`src/rtl/piso_serializer.sv`:
```
// piso_serializer: parameterised parallel-in/serial-out shift register with
// word framing. A WIDTH-bit word is loaded and shifted out one bit per enabled
// clock. COUNT tracks the bits still to be sent, and BUSY/DONE frame each word,
// so back-to-back loads run with no gap.
//
// Parameters:
//   WIDTH     - word length in bits (2..64)
//   LSB_FIRST - 0: MSB first, SI enters at bit 0; 1: LSB first, SI enters at bit WIDTH-1
// Ports:
//   CLK   - rising-edge clock
//   RESET - synchronous active-high reset, overrides all other inputs
//   CE    - clock enable; gates LOAD and shifting
//   SI    - serial input, fills the vacated end of the register
//   PI    - parallel word, captured on load
//   LOAD  - load request, honoured only when CE=1
//   O     - serial output (the register's exit bit)
//   BUSY  - a loaded word still has unsent bits
//   DONE  - one-cycle pulse after the final bit of a word is consumed
//   COUNT - bits of the current word not yet shifted out, including the bit on O
module piso_serializer #(
    parameter int unsigned WIDTH     = 8,
    parameter bit          LSB_FIRST = 1'b0
) (
    input  logic                           CLK,
    input  logic                           RESET,
    input  logic                           CE,
    input  logic                           SI,
    input  logic [WIDTH-1:0]               PI,
    input  logic                           LOAD,
    output logic                           O,
    output logic                           BUSY,
    output logic                           DONE,
    output logic [$clog2(WIDTH+1)-1:0]     COUNT
);

    localparam int unsigned CW = $clog2(WIDTH + 1);

    logic [WIDTH-1:0] shreg_q;
    logic [WIDTH-1:0] shreg_d;
    logic [CW-1:0]    count_d;
    logic             done_d;
    logic             busy_d;

    // Next-state: hold / load / shift, in that priority under CE.
    always_comb begin
        shreg_d = shreg_q;
        count_d = COUNT;
        done_d  = 1'b0;
        if (CE) begin
            if (LOAD) begin
                shreg_d = PI;
                count_d = CW'(WIDTH);
                // Loading on the last bit completes the old word (back-to-back).
                done_d  = (COUNT == CW'(1));
            end else begin
                if (LSB_FIRST) begin
                    shreg_d = {SI, shreg_q[WIDTH-1:1]};
                end else begin
                    shreg_d = {shreg_q[WIDTH-2:0], SI};
                end
                // Idle shifting keeps running with COUNT pinned at zero.
                if (COUNT != '0) begin
                    count_d = COUNT - CW'(1);
                    done_d  = (COUNT == CW'(1));
                end
            end
        end
        // BUSY is kept as its own flop, tracking the next COUNT.
        busy_d = (count_d != '0);
    end

    // State register.
    always_ff @(posedge CLK) begin
        if (RESET) begin
            shreg_q <= '0;
            COUNT   <= '0;
            DONE    <= 1'b0;
            BUSY    <= 1'b0;
        end else begin
            shreg_q <= shreg_d;
            COUNT   <= count_d;
            DONE    <= done_d;
            BUSY    <= busy_d;
        end
    end

    // Exit bit of the register.
    assign O = LSB_FIRST ? shreg_q[0] : shreg_q[WIDTH-1];

endmodule

```
`config.mk`:
```
export PLATFORM = sky130hd
export DESIGN_NAME = piso_serializer
export DESIGN_NICKNAME = d
export VERILOG_FILES = /design/src/rtl/piso_serializer.sv
export SDC_FILE = /design/constraint.sdc
export NUM_CORES = 1
export LEC_CHECK = 0
export BUFFER_PORTS_ARGS = -buffer_cell sky130_fd_sc_hd__buf_2
export CAP_MARGIN = 30
export CORE_MARGIN = 2
export CORE_UTILIZATION = 48
export DETAILED_ROUTE_END_ITERATION = 7
export GPL_TIMING_DRIVEN = 1
export PLACE_DENSITY_LB_ADDON = 0.08
export SLEW_MARGIN = 20
export SYNTH_ARGS = -nofsm -noshare
export SYNTH_HDL_FRONTEND = slang
export SYNTH_SLANG_ARGS = --single-unit
```
`constraint.sdc`:
```
create_clock -name CLK -period 2 [get_ports CLK]
set_input_delay 0.1 -clock CLK [delete_from_list [all_inputs] [get_ports CLK]]
set_output_delay 0.1 -clock CLK [all_outputs]
set_load 0.02 [all_outputs]
```
==> results of run 1 <==
-- worst reg2reg max path: cells and delay by family, from the launching register on --
family	cells	cell delay (ns)
simple gates	3	0.86
compound gates	1	0.08
flops	1	0.36
buf+inv	1	0.10
fa+ha+maj	1	0.25
-- per-layer routing --
metal / GRT usage / wire length, µm / vias up
met2: 0.254 / 484 / 12
met5: 0 / 0 / -
met4: 0.0726 / 5 / 0
li1: - / - / 296
met3: 0.0479 / 53 / 2
met1: 0.229 / 619 / 240
-- per-stage QoR --
step                      cells  power [mW]  area, µm²  hold WS (ns)  setup slack [ns]
after floorplan              70       0.432        669         0.177             0.257
after detailed placement    102       0.474        779         0.447             0.253
after global placement      102       0.474        779         0.442             0.295
after global routing        105       0.663        802         0.148             0.135
final                       105       0.621        802         0.142             0.236
after CTS                   105       0.629        802         0.151             0.231
-- synth_stat cells, drive strengths merged (2+ instances only) --
master | number | area (µm²)
buf | 3 | 15.0
a211oi | 10 | 80.1
inv | 2 | 7.51
nor2 | 10 | 37.5
a21oi | 2 | 10.0
xnor2 | 2 | 17.5
mux2i | 9 | 90.1
nand2 | 3 | 13.8
dfxtp | 14 | 280
ha | 2 | 25.0
-- flip-flops by register name (all words and copies together) (netlist names) --
register and cells:
shreg_q 8, DONE 1, COUNT 4, BUSY 1
-- logic make-up after synthesis --
| group | Yosys count |
|---|---|
| simple gates | 23 |
| compound gates | 14 |
| flops | 14 |
| mux | 9 |
| buf+inv | 6 |
| xor+xnor | 2 |
| fa+ha+maj | 2 |
-- how the worst max path moves through the flow --
stage	startpoint	endpoint	slack, ns	depth (start not counted)
6_report	COUNT[0]	BUSY	0.24	6
3_3_place_gp	COUNT[0]	BUSY	0.30	6
4_1_cts	COUNT[0]	BUSY	0.23	6
3_5_place_dp	COUNT[0]	BUSY	0.25	6
2_1_floorplan	COUNT[0]	BUSY	0.26	6
5_1_grt	COUNT[0]	BUSY	0.13	6
-- area by class of cell --
type | count | area [µm²] | area share
well taps | 15 | 18.8 | 0.0234
repair buffers | 21 | 110 | 0.137
clock buffers | 3 | 22.5 | 0.0281
flip-flops and latches | 14 | 280 | 0.349
inverters | 2 | 7.51 | 0.00936
multi-input cells | 50 | 363 | 0.452
-- power by group --
group / total [mW] / switching, mW / internal [mW] / leakage [nW]
logic: 0.150 / 0.0806 / 0.0695 / 0.239
clock network: 0.154 / 0.0841 / 0.0697 / 0.0138
registers: 0.317 / 0.0142 / 0.303 / 0.116
==> flow_summary_export.csv, run 1 <==
group,metric,value,unit
layout,fin_nets,107,
worst_setup_path,r2r-start,"COUNT[0]",
sta,tns,0,ns
floorplan,num_io_pins,20,
worst_setup_path,worstPathMaxFanout,6,
synthesis,syn-instance-count,70,
routing,drc_errors,0,
global_route,grt_pass1_wl,1890,µm
synthesis,synth_xor_xnor_area_share,0.0262,
synthesis,synth_mux_area_frac,0.135,
worst_setup_path,start_kind,"register",
layout,most-common-layout-cells,"buf_2 (19), dfxtp_1 (14), nor2_1 (10), mux2i_1 (9), a211oi_1 (9)",
synthesis,mappedNetlistArea,669,µm²
clocking,cts.sinks,14,
pwr,worst_ir_drop_vdd,0.455,mV
worst_setup_path,crit_arrival,1.92,ns
hold_path,whs_path_depth,2,
synthesis,synth_fp_nets,85,
floorplan,start_util,0.514,
floorplan,die_w,41.3,µm
place,place_congestion,0.725,
layout,area_growth,19.8,%
clocking,cts_buffer_depth,2,
layout,antenna_cells,0,
synthesis,ys_async_sr_fraction,0,
place,portBuffers,19,
sta,fin_crit,1.76,ns
clocking,cts_max_level,1,
hold_path,hp-start,"RESET",
worst_setup_path,required,2.16,ns
global_route,grt_antenna_before_repair,0,
synthesis,yosysUniqueCellTypes,25,
worst_setup_path,critPathTopFamily,"simple AND/OR/NAND/NOR gates",
clocking,postCtsSetupBuffers,0,
sta,clock.fmax,567,MHz
synthesis,ys_seq_elements,14,
sta,finalCritPeriodShare,0.882,
routing,ant_nets,0,
synthesis,synth-edff-count,0,
worst_setup_path,critPathKind,"reg2reg",
layout,fillers,137,
routing,first_pass_iters,4,
flow_run,max_cap_viol_count,0,
clocking,cts_resized,0,
global_route,grt_pass1_vias,446,
global_route,grt_max_degree,25,
sta,drv_slew,0,
worst_setup_path,worstSetupEndpointType,"register",
worst_setup_path,crit_slowest_cell,"or3b_1",
synthesis,synth_top_family_by_area,"simple AND/OR/NAND/NOR gates",
worst_setup_path,max_stage_delay,0.39,ns
sta,setup_viol,0,
sta,hold_viol,0,
layout,drive_gt1_frac,0.289,
global_route,grt-ovfl-total,0,
routing,avgRoutedWirePerCell,11.1,µm
hold_path,min_to,"COUNT[2]",
worst_setup_path,crit_chain,"inv_1, ha_1, or3b_1, nand2_2, a211oi_2, or3_1",
clocking,clk_pin_slew_worst_paths,0.08,ns
routing,vias_per_cell,5.24,
floorplan,core_area,1300,µm²
pwr,p_leak,0.369,nW
clocking,numCtsBuffers,3,
sta,worst_pin_slew,0.370,ns
synthesis,avgSynthCellArea,9.56,µm²
routing,vias,550,
synthesis,synth_compound_area_frac,0.155,
sta,rsz0062_at_grt,"no",
global_route,track_usage,0.170,
hold_path,hp-class,"in2reg",
floorplan,rows,13,
pwr,p_per_area,774,nW/µm²
synthesis,synth_adder_area_share,0.0374,
synthesis,synth-simple-area-share,0.189,
layout,post-route-util,0.616,
clocking,clock_latency,0.27,ns
clocking,cts_tree,"yes",
worst_setup_path,reg2reg_setup_slack,0.24,ns
worst_setup_path,worst-path-buf-inv,1,
sta,relSlewSlack,0.750,
routing,drt_iter0_markers,8,
sta,fin_skew,0.00197,ns
synthesis,ys_seq_area_frac,0.419,
floorplan,die-area,1710,µm²
layout,final_common_cell,"buf_2",
worst_setup_path,timing.rr.end,"BUSY",
worst_setup_path,r2r_cells,6,
clocking,cts_root_buf,"clkbuf_4",
synthesis,yosysWarnings,0,
synthesis,synth_top_flop_cell,"dfxtp_1",
clocking,hold_buffers,0,
place,detailedPlacementHpwl,848,µm
floorplan,die_y,41.3,µm
routing,wl,1160,µm
outcome,status,"completed",
Note: power is estimated with default switching activity, not from simulation.
==> run 2, diff against run 1 <==
--- a/config.mk
+++ b/config.mk
@@ -5,6 +5,7 @@
 export SDC_FILE = /design/constraint.sdc
 export NUM_CORES = 1
 export LEC_CHECK = 0
+export ABC_AREA = 1
 export BUFFER_PORTS_ARGS = -buffer_cell sky130_fd_sc_hd__buf_2
 export CAP_MARGIN = 30
 export CORE_MARGIN = 2
==> run 2 against run 1 <==
Fmax increased by 32%; worst hold slack got worse by 0.054 ns; cell area increased by 1.2%; clock power about the same; synthesized cell count increased by 50%; cell count increased by 32%; register-to-register slack improved by 0.43 ns; largest power group unchanged.
==> flow_summary_export.csv, run 2 <==
group,metric,value,unit
outcome,status,"completed",
place,dp_cells,136,
clocking,numCtsBuffers,3,
clocking,postCtsSetupBuffers,0,
routing,first_pass_iters,5,
place,dpl_worst_slack,0.676,ns
worst_setup_path,max_stage_delay,0.41,ns
layout,final_cells,139,
clocking,hold_buffers,0,
layout,antenna_cells,0,
synthesis,synth_common_cells,"nand2_1 (34), nand3_1 (24), dfxtp_1 (14)",
floorplan,num_io_pins,20,
clocking,cts_resized,0,
sta,finalCritPeriodShare,0.667,
synthesis,synth_top_family_by_area,"simple AND/OR/NAND/NOR gates",
worst_setup_path,critPathKind,"reg2reg",
layout,reg_top3,"shreg_q x8, COUNT x4",
pwr,clock_power_share,0.259,
synthesis,avgSynthCellArea,6.64,µm²
worst_setup_path,worstPathMaxFanout,5,
floorplan,core_area,1330,µm²
routing,vias,685,
sta,setup_viol,0,
sta,tns,0,ns
synthesis,synth_compound_area_frac,0.0251,
synthesis,ys_seq_area_frac,0.402,
routing,avgRoutedWirePerCell,9.96,µm
sta,fin_skew,0.00145,ns
floorplan,die_w,42.1,µm
worst_setup_path,crit_slowest_cell,"dfxtp_1",
clocking,cts_buffer_depth,2,
sta,rsz0062_at_grt,"no",
synthesis,synth_top_area_frac,0.402,
sta,relSlewSlack,0.821,
hold_path,hp-class,"in2reg",
flow_run,max_cap_viol_count,0,
pwr,worst_ir_drop_vdd,0.506,mV
routing,wl,1390,µm
sta,drv_slew,0,
worst_setup_path,crit_arrival,1.50,ns
layout,fin_nets,141,
global_route,grt-ovfl-total,0,
worst_setup_path,start_kind,"register",
pwr,p_comb_frac,0.216,
pwr,p_per_area,719,nW/µm²
layout,final_common_cell,"nand2_1",
synthesis,yosysUniqueCellTypes,15,
worst_setup_path,reg2reg_setup_slack,0.67,ns
routing,ant_nets,0,
sta,clock.fmax,750,MHz
synthesis,synth_top_flop_cell,"dfxtp_1",
synthesis,ys_seq_elements,14,
global_route,grt_max_degree,17,
layout,drive_gt1_frac,0.202,
floorplan,die_y,42.1,µm
floorplan,start_util,0.523,
clocking,cts.sinks,14,
synthesis,synth-edff-count,0,
layout,most-common-layout-cells,"nand2_1 (34), nand3_1 (24), buf_2 (19), dfxtp_1 (14), inv_1 (13)",
synthesis,synth_fp_nets,120,
place,dpl_cell_area,790,µm²
place,place_congestion,0.787,
pwr,p_int,0.412,mW
layout,fillers,138,
layout,area_growth,16.5,%
sta,worst_pin_slew,0.268,ns
global_route,track_usage,0.176,
routing,drc_errors,0,
pwr,p_switching,0.172,mW
pwr,p_leak,0.465,nW
layout,top_register,"shreg_q",
worst_setup_path,required,2.16,ns
synthesis,synth_adder_area_share,0.0359,
synthesis,yosysMostFrequentCell,"nand2_1",
clocking,cts_tree,"yes",
worst_setup_path,worstSetupEndpointType,"register",
synthesis,synth_top_cell_by_area,"dfxtp_1",
pwr,sw_frac_of_total,0.295,
sta,fin_crit,1.33,ns
routing,vias_per_cell,4.93,
synthesis,synth_area_leaders,"dfxtp_1 (40%), nand2_1 (18%), nand3_1 (17%)",
pwr,p_seq_frac,0.525,
sta,hold_viol,0,
routing,drt_iter0_markers,13,
synthesis,mappedNetlistArea,697,µm²
sta,worst_slack,0.666,ns
place,detailedPlacementHpwl,1060,µm
synthesis,yosysWarnings,0,
synthesis,synth_mux_area_frac,0,
clocking,cts_max_level,1,
clocking,cts_root_buf,"clkbuf_4",
layout,fin_area,812,µm²
place,portBuffers,19,
global_route,grt_pass1_wl,2440,µm
synthesis,ys_async_sr_fraction,0,
floorplan,die-area,1770,µm²
global_route,grt_pass1_vias,594,
layout,largest_reg_flops,8,
floorplan,rows,13,
clocking,clk_pin_slew_worst_paths,0.08,ns
worst_setup_path,crit_chain,"inv_1, ha_1, nand2_1, nand3_1, nand3_1, nand2_1, nor2_1, nor2_1",
synthesis,syn-instance-count,105,
global_route,grt_antenna_before_repair,0,
pwr,fin_total_pwr,0.584,mW
clocking,clock_latency,0.27,ns
synthesis,synth_xor_xnor_area_share,0,
synthesis,synth-simple-area-share,0.431,
==> run 2: layer usage <==
metal | global-route usage | part of all wire | up-vias | wire length [µm]
met4 | 0.0938 | 0.010 | 0 | 14
met1 | 0.246 | 0.51 | 299 | 702
li1 | - | - | 369 | -
met2 | 0.259 | 0.44 | 15 | 613
met5 | 0 | 0 | - | 0
met3 | 0.0259 | 0.039 | 2 | 54
==> run 2: cells by family after synthesis <==
kind of cell    Yosys count
simple gates             69
buf+inv                  17
compound gates            3
fa+ha+maj                 2
flops                    14
==> run 2: area by class of cell <==
type | count | area (µm²) | share of cell area
Clock buffer | 3 | 22.5 | 0.0277
Sequential cell | 14 | 280 | 0.345
Tap cell | 15 | 18.8 | 0.0231
Multi-Input combinational cell | 74 | 343 | 0.422
Timing Repair Buffer | 19 | 95.1 | 0.117
Inverter | 14 | 52.6 | 0.0647
==> run 2: final timing paths <==
kind | to | depth (start not counted) | startpoint
max | BUSY | 8 | COUNT[0]
min | COUNT[2] | 2 | RESET
max reg2reg | BUSY | 8 | COUNT[0]
min reg2reg | shreg_q[3] | 4 | shreg_q[2]
==> run 2: power by group through the flow <==
stage / clock [mW] / sequential, mW / combinational [mW]
after floorplan: 0 / 0.325 / 0.0775
after global placement: 0 / 0.314 / 0.126
after detailed placement: 0 / 0.313 / 0.127
after CTS: 0.156 / 0.307 / 0.127
after global routing: 0.166 / 0.309 / 0.147
final: 0.151 / 0.307 / 0.126
==> run 2: critical path, delay by kind of cell (launching register included) <==
kind,cells,cell delay [ns]
buffers and inverters,1,0.09
adders and majority gates,1,0.23
and+or+nand+nor,6,0.51
DFF,1,0.41
==> run 2: metrics by stage <==
stage	hold slack, ns	util
after floorplan	0.172	-
after global placement	0.360	0.592
after detailed placement	0.369	0.592
after CTS	0.0820	0.609
after global routing	0.0958	0.609
final	0.0884	0.609
==> run 3, diff against run 2 <==
--- a/config.mk
+++ b/config.mk
@@ -9,7 +9,7 @@
 export BUFFER_PORTS_ARGS = -buffer_cell sky130_fd_sc_hd__buf_2
 export CAP_MARGIN = 30
 export CORE_MARGIN = 2
-export CORE_UTILIZATION = 48
+export CORE_UTILIZATION = 44
 export DETAILED_ROUTE_END_ITERATION = 7
 export GPL_TIMING_DRIVEN = 1
 export PLACE_DENSITY_LB_ADDON = 0.08
==> constraint.sdc (replaced) <==
create_clock -name CLK -period 1.1 [get_ports CLK]
set_input_delay 0.055 -clock CLK [delete_from_list [all_inputs] [get_ports CLK]]
set_output_delay 0.055 -clock CLK [all_outputs]
set_load 0.02 [all_outputs]
==> run 3 against run 2 <==
The flow now finishes with violations (negative setup slack); clock power rose to 2.5 times the previous value; critical endpoint unchanged; worst hold slack worse by 0.072 ns; power rose by 120%.
==> flow_summary_export.csv, run 3 (synthesized netlist as in run 2, its figures left out) <==
group,metric,value,unit
worst_setup_path,max_stage_delay,0.37,ns
floorplan,die_w,43.8,µm
pwr,sw_frac_of_total,0.315,
place,place_congestion,0.787,
global_route,track_usage,0.191,
worst_setup_path,worst-path-buf-inv,1,
outcome,status,"complete, but fails checks",
layout,post-route-util,0.675,
sta,clock.fmax,863,MHz
sta,fin_crit,1.16,ns
floorplan,core_area,1490,µm²
worst_setup_path,reg2reg_setup_slack,-0.06,ns
layout,final_cells,152,
flow_run,max_cap_viol_count,0,
sta,setup_viol,2,
layout,top_register,"shreg_q",
routing,vias,770,
floorplan,die_y,43.8,µm
routing,wl,1860,µm
floorplan,rows,14,
pwr,p_switching,0.413,mW
sta,fin_skew,0.00272,ns
worst_setup_path,start_kind,"register",
routing,drc_errors,0,
layout,area_growth,44.2,%
layout,fin_nets,152,
sta,relSlewSlack,0.826,
pwr,p_leak,0.542,nW
clocking,cts_tree,"yes",
global_route,grt_pass1_wl,2720,µm
global_route,grt_pass1_vias,674,
clocking,clock_latency,0.29,ns
place,dpl_worst_slack,-0.0702,ns
outcome,violations,"negative setup slack",
clocking,cts_max_level,1,
layout,largest_reg_flops,8,
routing,dr_wl_met3,108,µm
pwr,p_seq_frac,0.429,
routing,routed.top_layer,"met4",
floorplan,num_io_pins,20,
layout,drive_gt1_frac,0.419,
place,detailedPlacementHpwl,1170,µm
place,dpl_cell_area,875,µm²
pwr,p_per_area,1310,nW/µm²
routing,ant_nets,0,
routing,vias_per_cell,5.07,
place,portBuffers,19,
worst_setup_path,crit_arrival,1.35,ns
global_route,grt-ovfl-total,0,
worst_setup_path,crit_chain,"inv_4, ha_4, nand2_4, nand2_4, nand2_2, nand3_2, nand2_2, nor2_2, nor2_1",
worst_setup_path,worstSetupEndpointType,"register",
sta,hold_ws,0.0167,ns
worst_setup_path,crit_slowest_cell,"dfxtp_4",
worst_setup_path,required,1.29,ns
clocking,clk_pin_slew_worst_paths,0.09,ns
sta,worst_pin_slew,0.261,ns
worst_setup_path,critPathTopFamily,"simple AND/OR/NAND/NOR gates",
place,dp_cells,144,
clocking,cts_root_buf,"clkbuf_4",
hold_path,hp-class,"in2reg",
pwr,clock_power_share,0.293,
routing,first_pass_iters,4,
routing,wl_met2,926,µm
clocking,numCtsBuffers,3,
pwr,worst_ir_drop_vdd,0.982,mV
pwr,p_int,0.900,mW
layout,fin_area,1000,µm²
global_route,grt_max_degree,12,
floorplan,die-area,1920,µm²
sta,worst_slack,-0.0582,ns
layout,final_common_cell,"nand2_1",
worst_setup_path,worstPathMaxFanout,3,
routing,avgRoutedWirePerCell,12.2,µm
clocking,cts.sinks,14,
sta,finalCritPeriodShare,1.05,
clocking,cts_buffer_depth,2,
layout,antenna_cells,0,
sta,hold_viol,0,
layout,most-common-layout-cells,"nand2_1 (29), nand3_1 (20), buf_2 (19), buf_4 (11)",
worst_setup_path,critPathKind,"reg2reg",
sta,drv_slew,0,
pwr,p_comb_frac,0.278,
layout,reg_top3,"shreg_q x8, COUNT x4",
routing,wl_met1,758,µm
sta,rsz0062_at_grt,"yes",
global_route,grt_antenna_before_repair,0,
floorplan,start_util,0.468,
routing,drt_iter0_markers,23,
[run 3: cell types whose count changed in the layout (fill, tap and decap cells not counted), moves of 4 or more]
cell and change:
nand3_2 +4, nand2_1 -5, dfxtp_1 -4, nand3_1 -4, buf_4 +11
[run 3: final timing paths]
check             startpoint         end  cells past startpoint
setup / recovery    COUNT[0]        BUSY                      9
hold / removal         RESET    COUNT[2]                      2
setup reg to reg    COUNT[0]        BUSY                      9
hold reg to reg   shreg_q[2]  shreg_q[3]                      4
[run 3: repair_timing]
action                     CTS  global route
cloned                       0             0
buffers inserted             3             1
pin swaps                    6             9
hold buffers                 0             0
setup endpoints to repair    2             4
resized for setup            9             8
[run 3: power by group through the flow]
stage	Clock, mW	Sequential (mW)	Combinational, mW
6_report	0.385	0.564	0.365
5_1_grt	0.402	0.568	0.402
4_1_cts	0.393	0.562	0.329
3_5_place_dp	0	0.573	0.281
3_3_place_gp	0	0.571	0.272
2_1_floorplan	0	0.595	0.155
[run 3: cell type report]
| class | count | area (µm²) |
|---|---|---|
| Tap cell | 16 | 20.0 |
| Clock buffer | 4 | 36.3 |
| Inverter | 14 | 60.1 |
| Multi-Input combinational cell | 74 | 420 |
| Timing Repair Buffer | 30 | 178 |
| Sequential cell | 14 | 290 |
| Fill cell | 127 | 484 |
[run 3: worst register-to-register path: stages (launching register included)]
cell and delay, ns:
dfxtp_4 0.37, inv_4 0.06, ha_4 0.17, nand2_4 0.07
nand2_4 0.07, nand2_2 0.05, nand3_2 0.09, nand2_2 0.05
nor2_2 0.09, nor2_1 0.04
[run 3: per-layer routing]
layer | vias up | global-route usage
met4 | 0 | 0.0909
met5 | - | 0
met1 | 346 | 0.241
li1 | 391 | -
met3 | 9 | 0.0250
met2 | 24 | 0.321
[run 3: per-stage QoR]
step / power, mW / TNS [ns]
3_3_place_gp: 0.843 / -0.0299
6_report: 1.31 / -0.0912
2_1_floorplan: 0.751 / 0
5_1_grt: 1.37 / -0.333
4_1_cts: 1.28 / -0.0197
3_5_place_dp: 0.853 / -0.0702
